==> src/rtl/uart_rx_core.sv <==
// 8N1 UART receiver: synchronises rxd, finds the start edge, samples each bit
// at mid-bit and strobes out the received byte or a framing error.
module uart_rx_core #(
    parameter int unsigned CLKS_9600  = 5208,
    parameter int unsigned CLKS_19200 = 2604
) (
    input  logic       clk,
    input  logic       n_rst,
    input  logic       sel,
    input  logic       rxd,
    output logic [7:0] rx_data,
    output logic       rx_valid,
    output logic       frame_err,
    output logic       busy
);

    localparam int unsigned CNT_W = 16;

    typedef enum logic [2:0] {
        IDLE      = 3'd0,
        START     = 3'd1,
        DATA      = 3'd2,
        STOP      = 3'd3,
        WAIT_IDLE = 3'd4
    } state_t;

    state_t           state;
    state_t           state_nxt;
    logic             rxd_m;
    logic             rxd_s;
    logic             rxd_p;
    logic             sel_f;
    logic [CNT_W-1:0] cnt;
    logic [CNT_W-1:0] bit_max;
    logic [CNT_W-1:0] half_max;
    logic [CNT_W-1:0] limit;
    logic [2:0]       bit_idx;
    logic [7:0]       shift;
    logic             fall;
    logic             counting;
    logic             sample;
    logic             start_c;
    logic             shift_c;
    logic             valid_c;
    logic             ferr_c;

    // Two-flop synchroniser plus previous-sample register for edge detection
    always_ff @(posedge clk or negedge n_rst) begin
        if (!n_rst) begin
            rxd_m <= 1'b1;
            rxd_s <= 1'b1;
            rxd_p <= 1'b1;
        end else begin
            rxd_m <= rxd;
            rxd_s <= rxd_m;
            rxd_p <= rxd_s;
        end
    end

    assign fall     = rxd_p & ~rxd_s;
    assign bit_max  = sel_f ? CNT_W'(CLKS_19200) : CNT_W'(CLKS_9600);
    assign half_max = bit_max >> 1;
    assign limit    = (state == START) ? half_max : bit_max;
    assign counting = (state == START) || (state == DATA) || (state == STOP);
    assign sample   = counting && (cnt == limit);

    always_ff @(posedge clk or negedge n_rst) begin
        if (!n_rst) state <= IDLE;
        else        state <= state_nxt;
    end

    always_comb begin
        state_nxt = state;
        case (state)
            IDLE:      if (fall)   state_nxt = START;
            START:     if (sample) state_nxt = rxd_s ? IDLE : DATA;
            DATA:      if (sample && (bit_idx == 3'd7)) state_nxt = STOP;
            STOP:      if (sample) state_nxt = rxd_s ? IDLE : WAIT_IDLE;
            WAIT_IDLE: if (rxd_s)  state_nxt = IDLE;
            default:   state_nxt = IDLE;
        endcase
    end

    always_comb begin
        start_c = 1'b0;
        shift_c = 1'b0;
        valid_c = 1'b0;
        ferr_c  = 1'b0;
        case (state)
            IDLE: start_c = fall;
            DATA: shift_c = sample;
            STOP: begin
                valid_c = sample & rxd_s;
                ferr_c  = sample & ~rxd_s;
            end
            default: ;
        endcase
    end

    // Frame baud latch, bit-period counter, bit index and LSB-first shifter
    always_ff @(posedge clk or negedge n_rst) begin
        if (!n_rst) begin
            sel_f   <= 1'b0;
            cnt     <= CNT_W'(1);
            bit_idx <= 3'd0;
            shift   <= 8'h00;
        end else begin
            if (start_c) sel_f <= sel;
            if (counting && !sample) cnt <= cnt + CNT_W'(1);
            else                     cnt <= CNT_W'(1);
            if ((state == START) && sample) bit_idx <= 3'd0;
            else if (shift_c)               bit_idx <= bit_idx + 3'd1;
            if (shift_c) shift <= {rxd_s, shift[7:1]};
        end
    end

    always_ff @(posedge clk or negedge n_rst) begin
        if (!n_rst) begin
            rx_data   <= 8'h00;
            rx_valid  <= 1'b0;
            frame_err <= 1'b0;
            busy      <= 1'b0;
        end else begin
            rx_valid  <= valid_c;
            frame_err <= ferr_c;
            busy      <= (state_nxt != IDLE);
            if (valid_c) rx_data <= shift;
        end
    end

endmodule

==> config.mk <==
export PLATFORM = sky130hd
export DESIGN_NAME = uart_rx_core
export DESIGN_NICKNAME = d
export VERILOG_FILES = /design/src/rtl/uart_rx_core.sv
export SDC_FILE = /design/constraint.sdc
export NUM_CORES = 1
export LEC_CHECK = 0
export ABC_AREA = 1
export CORE_MARGIN = 5
export CORE_UTILIZATION = 30
export CTS_CLUSTER_DIAMETER = 120
export DETAILED_ROUTE_END_ITERATION = 8
export MAX_ROUTING_LAYER = met4
export PLACE_DENSITY = 0.51
export SKIP_CTS_REPAIR_TIMING = 1
export SYNTH_ARGS = -nofsm -noshare
export SYNTH_HDL_FRONTEND = slang
export SYNTH_SLANG_ARGS = --single-unit
==> constraint.sdc <==
create_clock -name clk -period 2.8 [get_ports clk]
set_input_delay 0.84 -clock clk [delete_from_list [all_inputs] [get_ports clk]]
set_output_delay 0.84 -clock clk [all_outputs]
set_load 0.01 [all_outputs]
After elaboration in Yosys (flattened, before gate mapping)
Cells that the tools add are included.

operators by class
  reductions and logical operators = 10
  bitwise logic cells = 4
  add/sub/neg operators = 2
  equality and inequality tests = 6
  mux-type cells = 17

operators by type and width
  cell                                            count
  2-to-1 mux 13 bit                               2
  2-to-1 mux 3 bit                                8
  adder 16 x 1 -> 16 bit (second input constant)  1
  == test 16 x 13 -> 1 bit                        1
  2-to-1 mux 16 bit                               1
  case mux 3 bit (5 select lines)                 1
  == test 3 x 2 -> 1 bit (second input constant)  2
  == test 3 bit (second input constant)           2
  logical AND 1 bit                               4
  2-to-1 mux 1 bit                                4
  adder 3 x 1 -> 3 bit (second input constant)    1
  bitwise AND 1 bit                               3
  == test 3 x 1 -> 1 bit (second input constant)  1
  logical NOT 3 bit                               1
  nonzero test 3 bit                              1
  logical OR 1 bit                                2
  2-to-1 mux 2 bit                                1
  nonzero test 2 bit                              1
  logical NOT 1 bit                               1
  NOT 1 bit                                       1

storage, ports and cells
  register bits = 45
  logic and storage cells = 51
  output and inout port bits = 11

Longest topological paths before layout
  depth after elaboration = 8
  depth in mapped cells = 17

Least setup slack after synthesis
No wires, ideal clock.

  kind = register to register
  start = register state[2]
  end = register rx_data[6]
  clock period less this slack = 2.304 ns
  library setup time = 0.117 ns
  data arrival time = 2.187 ns
  cell stages (with the launch flop) = 17
  path slack = 0.496 ns
  cells stage by stage = dfrtp_1 > nor2_1 > inv_1 > nor2_1 > inv_1 > ha_1 > inv_1 > nand2_1 > nand2_1 > nand2_1 > nor2_4 > nand3_4 > nor2_4 > nand3_4 > buf_6 > nand2_2 > o21ai_2

between the ends
  longest elaborated chain between the ends = 6
  elaborated cells between the ends (all ways) = 10
  those cells by class = 4 x eq/ne; 2 x mux; 1 x bitwise; 3 x reduce/logical

RTL lines
  element                                                           line    RTL
  from (decl)                                                       27      state_t state;
  from (signal assigned)                                            69      else state <= state_nxt;
  == test 3 x 1 -> 1 bit or == test 3 x 2 -> 1 bit (tied branches)  63, 64
  2-to-1 mux 13 bit or logical OR 1 bit (tied branches)             63, 64
  == test 16 x 13 -> 1 bit or logical OR 1 bit (tied branches)      65, 64
  logical AND 1 bit                                                 65      assign sample = counting && (cnt == limit);
  bitwise AND 1 bit                                                 93      valid_c = sample & rxd_s;
  2-to-1 mux 1 bit (*)                                              89      case (state)
  to (signal assigned)                                              127     if (valid_c) rx_data <= shift;
  to (decl)                                                         11      output logic [7:0] rx_data,

Every way passes the cells marked *; elsewhere a longest branch is shown, timed or not.
A chain may end at the register's enable or synchronous reset.

Worst setup path in the final report
  start = register state[2]
  end = register rx_data[7]

The elaborated chain is that of the path after synthesis.

==> flow_summary.json <==
{
  "commonest_non_fill_non_tap_cell_in_the_layout": "sky130_fd_sc_hd__nand2_1",
  "depth_of_the_cts_h_tree": 2,
  "start_util_pct": 30.9,
  "clk-insertion-delay-late_ps": 310,
  "timing.setup.critical_path_class": "reg2reg",
  "list_of_cells_traversed_by_the_critical_path": "nor2_2, inv_1, nor2_1, inv_1, ha_1, inv_1, nand2_1, nand2_1, nand2_1, nor2_4, nand3_4, nor2_4, nand3_4, nand2_1, o21ai_2",
  "grt_start_max_net_pins": 37,
  "wirelength_mm": 4.43,
  "mappedNetlistArea_sq_mm": 0.00224,
  "cts.clk_slew.worst_paths_ps": 80,
  "count_of_input_and_output_buffers": 14,
  "tritoncts.num_buffers": 5,
  "worst_relative_slew_slack_pct": 45.7,
  "drt_iter0_markers": 49,
  "grt_first_pass_wirelength_mm": 7.81,
  "synthesis.yosys.warnings": 0,
  "finalCriticalPeriod_ps": 2470,
  "cellLeakagePower_nw": 1.20,
  "route.antenna.remaining_nets": 0,
  "run_status": "finished clean",
  "most-common-layout-cells": "sky130_fd_sc_hd__nand2_1 (67), sky130_fd_sc_hd__dfrtp_1 (41), sky130_fd_sc_hd__inv_1 (38)",
  "arrival_ps": 2660,
  "grt_pass1_vias": 1626,
  "row_count": 31,
  "route.detailed.wl_per_inst_um": 11.6,
  "antenna_found_initial": 0,
  "synth_cells": 261,
  "report.final.hold_viol_count": 0,
  "final_net_count": 292,
  "worstPathRequired_ps": 3000,
  "overflow": 0,
  "antennaDiodeCount": 0,
  "cts_tree": "yes",
  "drv.max_cap_violation_count": 0,
  "critical-path-top-delay-family": "simple AND/OR/NAND/NOR gates",
  "dieWidth_um": 96.4,
  "worst_setup_path_end_kind": "flip-flop",
  "final_layout_size_suffix_gt1_share_pct": 16.2,
  "n_fill_cell": 765,
  "clock.fmax_mhz": 406,
  "clkSinkCount": 45,
  "final-seq-area_sq_mm": 0.00113,
  "synthesis.nets": 270,
  "timing.hold.worst.class": "reg2reg",
  "transition_time_at_the_pin_with_the_least_slew_margin_ps": 815,
  "drv_slew": 0,
  "design_power_total_w": 0.00154,
  "crit_path_top_delay_cell": "sky130_fd_sc_hd__dfrtp_1",
  "critical-path-top-cell-by-count": "sky130_fd_sc_hd__nand2_1",
  "area_growth_pct": 16.9,
  "crit_path_max_fanout": 17,
  "critPathLaunchType": "flip-flop",
  "track_usage_pct": 11.3,
  "die-height_um": 96.4,
  "timing.hold.ws_ps": 359,
  "num_vias": 1676,
  "clock_skew_ps": 6.80,
  "path_buf_inv": 3,
  "ys_seq_elements": 45,
  "max-vdd-ir-drop_uv": 235,
  "pwr_dens_mw_per_mm2": 586,
  "fin_tns_setup_ps": 0,
  "dp.final_hpwl_mm": 3.28,
  "slowest_cell_delay_on_critical_path_ps": 430,
  "final_core_utilization_pct": 36.1,
  "unrepaired_setup_endpoints_after_global_routing": "no",
  "cts_buffer_depth": 2,
  "synth_sequential_area_ratio_pct": 50.5,
  "floorplan.die_area_sq_mm": 0.00930,
  "core_area_sq_mm": 0.00725,
  "postSynthAreaPerCell_sq_um": 8.59,
  "detail_route.first_pass.iterations": 4,
  "fin_crit_sh_pct": 88.1,
  "yosysUniqueCellTypes": 28,
  "clk_root_buffer_cell": "sky130_fd_sc_hd__clkbuf_8",
  "finalSetupViolCount": 0,
  "routed_via_density": 4.38,
  "drc_errors": 0,
  "finalWeightedCongestion": 0.784,
  "multiInputGateArea_sq_um": 923,
  "i_o_pins": 15
}
## report_power, final
group	switching (W)	internal [W]	leakage [nW]	total, W
registers	0.0000585	0.000706	0.600	0.000765
clock network	0.000238	0.000267	0.0543	0.000505
logic	0.000165	0.000101	0.549	0.000265
total	0.000461	0.00107	1.20	0.00154
## cells by family after synthesis
family	Yosys count	synth area share, %
buffers and inverters	45	8.43
adder cells (fa/ha/maj)	5	2.79
flip-flops	45	50.5
AO/OA/AOI/OAI	33	9.38
AND/OR/NAND/NOR	129	27.4
XOR/XNOR	4	1.56
## stage by stage
| step | worst slack, ps | std cells | instance area, sq um |
|---|---|---|---|
| after floorplan | 496 | 261 | 2240 |
| after global placement | 284 | 375 | 2500 |
| after detailed placement | 231 | 375 | 2500 |
| after CTS | 215 | 383 | 2620 |
| after global routing | 51.1 | 383 | 2620 |
| final | 334 | 383 | 2620 |
## path summary, 6_finish.rpt
path,startpoint,to,slack (ps),depth (start not counted)
min in group asynchronous,n_rst,rx_data[0],620,1
max,state[2],rx_data[7],330,15
min reg2reg,rxd_m,rxd_s,360,0
max reg2reg,state[2],rx_data[7],330,15
max in group asynchronous,n_rst,shift[4],1580,2
min,rxd_m,rxd_s,360,0
## layout make-up
| type | instances | area share (%) |
|---|---|---|
| flip-flops and latches | 45 | 43.2 |
| multi-input cells | 171 | 35.2 |
| repair buffers | 19 | 6.59 |
| inverters | 41 | 5.87 |
| well taps | 99 | 4.73 |
| clock buffers | 5 | 2.63 |
| clock inverters | 3 | 1.77 |
## sequential cells by signal, summed over array words and instances, names as in the netlist
name       count
bit_idx        3
busy           1
cnt           16
frame_err      1
rx_data        8
rx_valid       1
rxd_m          1
rxd_p          1
rxd_s          1
sel_f          1
shift          8
state          3
## Yosys cell counts
cell / instances / area [sq um]
sky130_fd_sc_hd__inv_2: 3 / 11.3
sky130_fd_sc_hd__o21ai_2: 9 / 78.8
sky130_fd_sc_hd__nor3_2: 2 / 20.0
sky130_fd_sc_hd__o21ai_4: 1 / 16.3
sky130_fd_sc_hd__nor4_1: 1 / 6.26
sky130_fd_sc_hd__xor2_1: 3 / 26.3
sky130_fd_sc_hd__nor3_1: 8 / 40.0
sky130_fd_sc_hd__nand2_2: 3 / 18.8
sky130_fd_sc_hd__buf_2: 1 / 5.00
sky130_fd_sc_hd__dfrtp_1: 41 / 1030
sky130_fd_sc_hd__a21oi_1: 8 / 40.0
sky130_fd_sc_hd__nand3_2: 1 / 10.0
sky130_fd_sc_hd__nand4_1: 4 / 25.0
sky130_fd_sc_hd__nor2_2: 1 / 6.26
sky130_fd_sc_hd__nand3_4: 2 / 35.0
sky130_fd_sc_hd__nand3_1: 9 / 45.0
sky130_fd_sc_hd__nand2_1: 67 / 251
sky130_fd_sc_hd__inv_1: 38 / 143
sky130_fd_sc_hd__nor2_1: 26 / 97.6
sky130_fd_sc_hd__o21ai_0: 14 / 70.1
sky130_fd_sc_hd__nor3b_2: 1 / 12.5
sky130_fd_sc_hd__nor2_4: 4 / 45.0
sky130_fd_sc_hd__xnor2_1: 1 / 8.76
sky130_fd_sc_hd__ha_1: 5 / 62.6
sky130_fd_sc_hd__o21ai_1: 1 / 5.00
sky130_fd_sc_hd__dfstp_2: 4 / 105
sky130_fd_sc_hd__buf_4: 1 / 7.51
sky130_fd_sc_hd__buf_6: 2 / 22.5
## layer usage
metal,vias to the layer above,part of all wire (%),GRT usage (%)
met4,0,0.88,3.50
met5,-,0,-
met1,779,49,14.7
met2,33,46,17.4
li1,858,-,-
met3,6,4.1,2.79
Note: power is estimated with default switching activity, not from simulation.
==> edit (same flow settings) <==
The 5 states of `state_t` get a one-hot encoding in 5 bits.
--- a/src/rtl/uart_rx_core.sv
+++ b/src/rtl/uart_rx_core.sv
@@ -17,10 +17,10 @@
     localparam int unsigned CNT_W = 16;
 
-    typedef enum logic [2:0] {
-        IDLE      = 3'd0,
-        START     = 3'd1,
-        DATA      = 3'd2,
-        STOP      = 3'd3,
-        WAIT_IDLE = 3'd4
+    typedef enum logic [4:0] {
+        IDLE      = 5'b00001,
+        START     = 5'b00010,
+        DATA      = 5'b00100,
+        STOP      = 5'b01000,
+        WAIT_IDLE = 5'b10000
     } state_t;
 
Check against the original RTL: same outputs for any inputs over 10 cycles, from zero or initial values and one cycle with n_rst low; not proved beyond that.
==> edit against the original RTL <==
  * Critical path depth decreased by 2
  * Setup slack got worse by 0.020 ns
  * Critical path type unchanged
  * Sequential cell count up 2
  * Worst hold slack improved by 0.0014 ns
  * Cell area grew 17%
  * Wire length is 32% higher
  * Power rose by 12%
  * Synthesized area increased by 17%
  * Clock power grew 6.9%
  * Synthesized cell count grew 33%
  * Cell count grew 24%
==> edit: results (changes against the original RTL) <==
\begin{tabular}{lr}
\hline
Metric & Value \\
\hline
\multicolumn{2}{l}{\textbf{Outcome}} \\
Outcome & completed \\
\multicolumn{2}{l}{\textbf{Placed design}} \\
Placed Area & 2880 µm² (+15\%) \\
Instance count after placement with tap cells included & 463 (+23\%) \\
Dpl ws & 0.163 ns (-0.0681 ns) \\
\multicolumn{2}{l}{\textbf{Worst setup path}} \\
CP Launch Point & state[3] \\
Reg-to-reg critical path startpoint & state[3] \\
Maximum fanout count along the critical path & 11 (-6) \\
Data arrival time at the worst-slack endpoint & 2.69 ns (+0.03 ns) \\
Capturing element of the worst setup path & shift[7] \\
\multicolumn{2}{l}{\textbf{STA}} \\
FMAX & 0.402 GHz (-0.82\%) \\
Final Hold Slack & 0.360 ns (+0.00140 ns) \\
\multicolumn{2}{l}{\textbf{Global routing}} \\
Met3 demand-to-capacity share in global routing & 2.11\% (-0.67 points) \\
Wire length of the first global-routing pass & 10200 µm (+31\%) \\
Vias in the first global route & 2089 (+28\%) \\
M2 GR Usage & 17.0\% (-0.34 points) \\
\multicolumn{2}{l}{\textbf{Finish}} \\
Multi-input combinational area share & 41.2\% (+6.0 points) \\
Share of post-route cells with drive strength above 1 & 13.7\% (-2.5 points) \\
Filler instances & 912 (+19\%) \\
Net count, final & 374 (+28\%) \\
Clock network area share & 3.97\% (-0.43 points) \\
Number of multi-input combinational cells in the layout & 250 (+46\%) \\
\multicolumn{2}{l}{\textbf{Routing}} \\
Total wire length after detailed routing & 5860 µm (+32\%) \\
Routed vias & 2191 (+31\%) \\
Routed length per placed instance & 12.4 µm (+6.9\%) \\
\multicolumn{2}{l}{\textbf{Synth}} \\
Net count of the mapped netlist & 355 (+31\%) \\
Sequential area share after synthesis & 45.0\% (-5.5 points) \\
\hline
\end{tabular}
==> edit: worst register-to-register path, stage by stage, from the launching register on <==
cell and delay (ns):
dfrtp_1 0.44, nor2_2 0.13, nand4_1 0.16, buf_4 0.19
ha_4 0.33, nor2_1 0.09, nor2_1 0.12, nand2_1 0.09
nor2_2 0.15, nand3_4 0.17, nor2_4 0.30, nand2_1 0.08
o21ai_0 0.08, inv_1 0.06
==> edit: cells by family (layout without fill, tap and decap cells) <==
kind of cell    after synthesis  after routing  share of synthesized area, %
compound gates               24             24                          4.76
xor+xnor                      8              8                          2.66
fa+ha+maj                     5              5                          2.38
buf+inv                      49             69                          7.94
flops                        47             47                          45.0
simple gates                213            213                          37.3
==> edit: report_power, final <==
| group | internal, mW | switching, mW | leakage (nW) |
|---|---|---|---|
| clock | 0.294 | 0.246 | 0.0618 |
| combinational | 0.168 | 0.280 | 0.763 |
| sequential | 0.715 | 0.0218 | 0.634 |
| total | 1.18 | 0.548 | 1.46 |
